[src/rtl/alu_arb_pkg.sv]
// Shared types and sizes for the two-requester ALU arbiter.
package alu_arb_pkg;

  localparam int unsigned ALU_OP_W = 4;
  localparam int unsigned N_REQ    = 2;

  typedef enum logic [1:0] {
    StIdle,
    StBusy,
    StResp
  } state_e;

endpackage

[src/rtl/rr_arb2.sv]
// Two-way round-robin pick: on a tie the requester not granted last wins.
module rr_arb2 (
  input  logic [1:0] req_valid,
  input  logic       last,
  output logic       grant,
  output logic       any
);

  always_comb begin
    any = |req_valid;
    if (&req_valid) begin
      grant = ~last;
    end else begin
      grant = req_valid[1];
    end
  end

endmodule

[src/rtl/alu_arbiter.sv]
// Shares one fixed-latency ALU between two valid/ready requesters, one operation in flight,
// round-robin on contention, result returned over a per-requester valid/ready channel.
module alu_arbiter
  import alu_arb_pkg::*;
#(
  parameter int unsigned data_width  = 32,
  parameter int unsigned alu_latency = 1
) (
  input  logic                         clk,
  input  logic                         rst,
  input  logic [N_REQ-1:0]             req_valid,
  output logic [N_REQ-1:0]             req_ready,
  input  logic [N_REQ*data_width-1:0]  req_A,
  input  logic [N_REQ*data_width-1:0]  req_B,
  input  logic [N_REQ*ALU_OP_W-1:0]    req_op,
  output logic [N_REQ-1:0]             resp_valid,
  input  logic [N_REQ-1:0]             resp_ready,
  output logic [data_width-1:0]        resp_R,
  output logic                         resp_flag,
  output logic [data_width-1:0]        alu_A,
  output logic [data_width-1:0]        alu_B,
  output logic [ALU_OP_W-1:0]          alu_op,
  input  logic [data_width-1:0]        alu_R,
  input  logic                         alu_flag
);

  localparam int unsigned cnt_w = (alu_latency > 1) ? $clog2(alu_latency + 1) : 1;

  state_e           state_q, state_d;
  logic             last_q;
  logic             gnt_q;
  logic [cnt_w-1:0] cnt_q;
  logic             pick;
  logic             any;
  logic             accept;
  logic             capture;

  rr_arb2 u_rr (
    .req_valid (req_valid),
    .last      (last_q),
    .grant     (pick),
    .any       (any)
  );

  // Gated by rst so nothing is offered while reset is being applied.
  assign accept  = (state_q == StIdle) && any && !rst;
  assign capture = (state_q == StBusy) && (cnt_q == '0);

  always_ff @(posedge clk) begin
    if (rst) begin
      state_q <= StIdle;
    end else begin
      state_q <= state_d;
    end
  end

  always_comb begin
    state_d = state_q;
    case (state_q)
      StIdle:  if (accept) state_d = StBusy;
      StBusy:  if (capture) state_d = StResp;
      StResp:  if (resp_ready[gnt_q]) state_d = StIdle;
      default: state_d = StIdle;
    endcase
  end

  always_comb begin
    req_ready  = '0;
    resp_valid = '0;
    if (accept) begin
      req_ready = pick ? 2'b10 : 2'b01;
    end
    if (state_q == StResp) begin
      resp_valid = gnt_q ? 2'b10 : 2'b01;
    end
  end

  always_ff @(posedge clk) begin
    if (rst) begin
      last_q    <= 1'b1;
      gnt_q     <= 1'b0;
      cnt_q     <= '0;
      alu_A     <= '0;
      alu_B     <= '0;
      alu_op    <= '0;
      resp_R    <= '0;
      resp_flag <= 1'b0;
    end else begin
      if (accept) begin
        alu_A  <= pick ? req_A[2*data_width-1:data_width] : req_A[data_width-1:0];
        alu_B  <= pick ? req_B[2*data_width-1:data_width] : req_B[data_width-1:0];
        alu_op <= pick ? req_op[2*ALU_OP_W-1:ALU_OP_W] : req_op[ALU_OP_W-1:0];
        last_q <= pick;
        gnt_q  <= pick;
        cnt_q  <= cnt_w'(alu_latency);
      end
      if (state_q == StBusy) begin
        if (capture) begin
          resp_R    <= alu_R;
          resp_flag <= alu_flag;
        end else begin
          cnt_q <= cnt_q - 1'b1;
        end
      end
    end
  end

endmodule

[config.mk]
export PLATFORM = sky130hd
export DESIGN_NAME = alu_arbiter
export DESIGN_NICKNAME = d
export VERILOG_FILES = /design/src/rtl/alu_arb_pkg.sv /design/src/rtl/rr_arb2.sv /design/src/rtl/alu_arbiter.sv
export SDC_FILE = /design/constraint.sdc
export NUM_CORES = 1
export LEC_CHECK = 0
export CORE_MARGIN = 2
export CORE_UTILIZATION = 37
export CTS_BUF_LIST = sky130_fd_sc_hd__clkbuf_4 sky130_fd_sc_hd__clkbuf_8
export DETAILED_ROUTE_END_ITERATION = 12
export PLACE_DENSITY = 0.82
export SETUP_SLACK_MARGIN = 0.02
export SYNTH_ARGS = -nofsm -noshare
export SYNTH_HDL_FRONTEND = slang
export SYNTH_SLANG_ARGS = --single-unit
[constraint.sdc]
create_clock -name clk -period 1.9 [get_ports clk]
set_input_delay 0.38 -clock clk [delete_from_list [all_inputs] [get_ports clk]]
set_output_delay 0.38 -clock clk [all_outputs]
set_load 0.01 [all_outputs]
== Yosys cells after proc, flatten, opt, wreduce, memory -nomap -nowiden ==
Index checks and enable logic that the tools add are counted.

* Bits in registers: 106
* Output and inout port bits: 105

* Add/subtract/negate cells: 1
* Magnitude comparators: 1
* Eq/ne operators: 5
* Mux-type cells: 17
* Bitwise operators: 2
* Reductions and logical operators: 9

{| class="wikitable"
|+ Operators with widths
! operator !! number
|-
| $mux 32 || 2
|-
| $mux 2 || 7
|-
| $mux 1 || 6
|-
| $ne 2x2->1 const B || 3
|-
| $pmux 2 s3 || 1
|-
| $mux 4 || 1
|-
| $reduce_and 2->1 || 2
|-
| $logic_and 1x1->1 || 3
|-
| $reduce_and 3->1 || 1
|-
| $eq 2x1->1 const B || 1
|-
| $eq 2x2->1 const B || 1
|-
| $logic_not 2->1 || 1
|-
| $lt 1x2->1 const B || 1
|-
| $not 1->1 || 2
|-
| $reduce_or 2->1 || 1
|-
| $logic_not 1->1 || 1
|-
| $sub 1x1->1 const B || 1
|}

== Depth between registers and ports, before layout ==
Gate-level depths: netlist of run 1.

* Depth in word-level cells: 6
* Gate-level depth with buffers: 7

== Modules after synthesis ==
Synthesis of run 1 repeated with hierarchy kept, for this count alone.

* Cell total of the unflattened synthesis: 476
* Area total of the unflattened synthesis: 5241.3 um^2

{| class="wikitable"
|+ Modules (own cells, without submodules)
! module !! instances !! cells an instance !! area an instance (um^2) !! seq. area each (um^2)
|-
| alu_arbiter || 1 || 474 || 5227.5 || 2122.0
|-
| rr_arb2 || 1 || 2 || 13.8 || 0.0
|}

== Worst setup path before layout of run 1 ==
No wires, ideal clock.

* Path kind: input port to output port
* Start: input port rst
* End: output port req_ready[1]
* Arrival time: 1114 ps
* Setup slack: 406 ps
* Stages: 5
* Cell sequence: buf_2 -> nor3_2 -> buf_4 -> buf_6 -> and2_1

* Cells in the longest elaborated chain, start to end: 3

{| class="wikitable"
|+ Ends and longest elaborated chain
! element !! RTL line !! RTL
|-
| from (decl) || alu_arbiter.sv:10 || <nowiki>input logic rst,</nowiki>
|-
| $logic_not 1->1 || alu_arbiter.sv:46 || <nowiki>assign accept = (state_q == StIdle) && any && !rst;</nowiki>
|-
| $logic_and 1x1->1 || alu_arbiter.sv:46 ||
|-
| $mux 2 || alu_arbiter.sv:70 || <nowiki>if (accept) begin</nowiki>
|-
| to (decl) || alu_arbiter.sv:12 || <nowiki>output logic [N_REQ-1:0] req_ready,</nowiki>
|}

No other way between the ends.

== Worst setup path after layout of run 1 ==
* Start: register state_q[1]
* End: output port resp_valid[0]

* Cells in the longest elaborated chain, start to end: 2

{| class="wikitable"
|+ Ends and longest elaborated chain
! element !! RTL line !! RTL
|-
| from (decl) || alu_arbiter.sv:29 || <nowiki>state_e state_q, state_d;</nowiki>
|-
| from (signal assigned) || alu_arbiter.sv:51 || <nowiki>state_q <= StIdle;</nowiki>
|-
| from (signal assigned) || alu_arbiter.sv:53 || <nowiki>state_q <= state_d;</nowiki>
|-
| $eq 2x2->1 || alu_arbiter.sv:73 || <nowiki>if (state_q == StResp) begin</nowiki>
|-
| $mux 2 || alu_arbiter.sv:73 ||
|-
| to (decl) || alu_arbiter.sv:16 || <nowiki>output logic [N_REQ-1:0] resp_valid,</nowiki>
|}

No other way between the ends.

==> metrics.cfg, run 1 <==
[status]
status=finished clean

[global_routing]
grt_util_all_layers_pct=23.18
grt_max_degree=91
grt_first_pass_wirelength_mm=23.58
grt_overflow=0
antenna_found_initial=0
grt_pass1_vias=4651

[floorplanning]
start_util_pct=37.59
die_y_um=111.2
fp-row-count=39
die_w_um=111.2
core_sq_um=11320
io_pins=280
dieArea_sq_um=12370

[route]
vias_per_cell=5.400
drc=0
drtIter0Drc=457
detail-route-antenna-nets=0
via_count=4666
wl_per_cell_um=17.03
dr.pass1.iters=6
routed_wl_mm=14.72

[synthesis]
synthTopCellsByArea=dfxtp_1 (50%), a221o_1 (11%), and3_1 (6.8%), nand2_1 (5.9%), a21oi_1 (4.4%)
ys_seq_area_share_pct=49.87
ys_ff_latch=106
synthesis.nets=636
synth_cell_types=31
synth_area_leader_cell=dfxtp_1
yosysWarnings=0
syn_area_per_cell_sq_um=9.231
syn_area_sq_um=4255
yosysTopAreaCellShare_pct=49.87
syn_inst=461

[sta]
rsz0062_at_grt=no
final_max_slew_viol_count=0
setup_violations=0
fin_crit_ns=1.808
fmax_ghz=0.5530
hold-worst-slack_ns=0.4599
clock_skew_ns=0.01921
worstMarginPinSlew_ns=0.8090
hold_viol_final=0
max_slew_margin_pct=46.06
finalCritPeriodShare_pct=95.18

[clock_network]
clk_pin_slew_ns=0.09
clock_latency_ns=0.37
cts_root_buf=clkbuf_8
cts_setup_buffers=0
hold_buffers=0
cts.path.max_buffers=2
htreeDepth=3
numCtsBuffers=9
cts_tree=done
cts.sink_count=106

[placed_design]
numPortBuffers=279
place_hpwl_mm=10.53
gp_congestion=0.8349
place_area_sq_um=7092
post-place-cells=849

[final_layout]
layout.cells.non_filler=864
fillerInstances=940
fin_util_pct=64.58
fin_nets=892
diodes=0
drive_gt1_share_pct=5.687
synthToLayoutAreaGrowth_pct=71.80
final_area_sq_um=7311

[critical_path]
path_class=flip-flop to primary output
worstSetupStartpointType=flip-flop
crit_arrival_ns=1.43
slowest_stage=dfxtp_1
required_ns=1.52
crit_chain=buf_4, nor3b_1, dlygate4sd2_1
crit_fanout=8
max_stage_delay_ns=0.38
crit_path_end_kind=primary output

[power_and_ir_drop]
powerDensity_nw_per_um2=775.2
ir_drop_uv=431.6
leakage_nw=2.801

[hold_path]
min_path_type=flip-flop to flip-flop

[job]
cap_violations=0

[report_power, final]
group	switching (mW)	internal, mW	total (mW)	leakage (nW)
Sequential	0.128	2.44	2.57	0.869
Combinational	0.646	0.886	1.53	1.81
Clock	0.730	0.839	1.57	0.117
[per-layer routing]
metal	global-route usage, %	share of wire, %	wire length [um]
met1	28.33	41	6041
met2	39.59	49	7226
met3	5.467	7.1	1051
met4	8.807	2.7	397
met5	0	0	0
[path summary, 6_finish.rpt]
path | from | end | slack, ns | cells after the start
max | state_q[1] | resp_valid[0] | 0.09 | 3
min | resp_R[0] | resp_R[0] | 0.46 | 2
max reg2reg | state_q[0] | alu_B[0] | 0.13 | 4
min reg2reg | resp_R[0] | resp_R[0] | 0.46 | 2
[synthesized netlist by cell type]
cell type	instances
nor3_2	1
mux2i_1	1
nand3_1	22
buf_2	13
clkbuf_1	23
a21oi_1	37
or3b_1	1
and3b_1	1
a221o_1	46
buf_4	5
a21oi_4	1
and3_4	1
nor3b_1	1
nor3b_2	1
o21ai_0	22
nand2b_1	2
nor3_1	1
nor2_1	3
nand2_1	67
or2_2	1
a21boi_2	1
a211o_1	1
nand4_1	22
or2_4	1
buf_1	1
a31oi_1	22
and3_1	46
dfxtp_1	106
nand3b_1	2
buf_6	8
and2_1	1
[cells in the final DEF, fill, tap and decap left out, types with 4 or more instances in the layout]
cell type	instances
a21oi_1	37
clkbuf_8	11
a221o_1	46
clkdlybuf4s50_1	272
nand3_1	22
dlygate4sd2_1	4
dfxtp_1	106
a31oi_1	22
nand4_1	22
buf_4	15
and3_1	46
o21ai_0	22
nand2_1	67
[cell type report]
cell class                 instances  area [sq um]  share of cell area [%]
timing repair buffer             295          2910                   39.81
sequential                       106          2122                   29.03
multi-input combinational        305          1873                   25.62
tap                              143         178.9                   2.447
clock buffer                      13         166.4                   2.276
clock inverter                     2         60.06                  0.8215
[state kept, by name (all words and copies together), names as in the netlist]
register,count
cnt_q,1
state_q,2
alu_A,32
gnt_q,1
resp_flag,1
last_q,1
resp_R,32
alu_op,4
alu_B,32
[critical path, delay by kind of cell (launching register included)]
kind,cells,cell delay (ns)
buffers and inverters,2,0.48
flip-flops,1,0.38
AND/OR/NAND/NOR,1,0.20
[metrics by stage]
step / setup slack (ns) / setup TNS, ns / total power, mW
global placement: -0.4099 / -17.80 / 4.113
floorplan: 0.4055 / 0 / 3.252
CTS: 0.04537 / 0 / 5.723
global route: 0.02037 / 0 / 5.944
finish: 0.09166 / 0 / 5.668
detailed placement: -0.5531 / -22.11 / 4.155
[logic make-up (layout without fill, tap and decap cells)]
logic type	count (synthesis)	in the layout	synth area share [%]
mux	1	1	0.2352
buf+inv	50	310	6.645
simple gates	174	174	21.41
flops	106	106	49.87
compound gates	130	130	21.85
[repair_timing]
item,CTS,global route
setup endpoints to repair,26,24
pin swaps,1,0
resized for setup,7,3
endpoints found under the hold margin,0,0
Note: power is estimated with default switching activity, not from simulation.
==> run 2: changes to the inputs <==
--- a/config.mk
+++ b/config.mk
@@ -8,6 +8,7 @@
 export CORE_MARGIN = 2
 export CORE_UTILIZATION = 37
 export CTS_BUF_LIST = sky130_fd_sc_hd__clkbuf_4 sky130_fd_sc_hd__clkbuf_8
+export CTS_CLUSTER_SIZE = 40
 export DETAILED_ROUTE_END_ITERATION = 12
 export PLACE_DENSITY = 0.82
 export SETUP_SLACK_MARGIN = 0.02
==> results of run 2 <==
No change in the layout: final DEF, timing and power equal those of run 1.
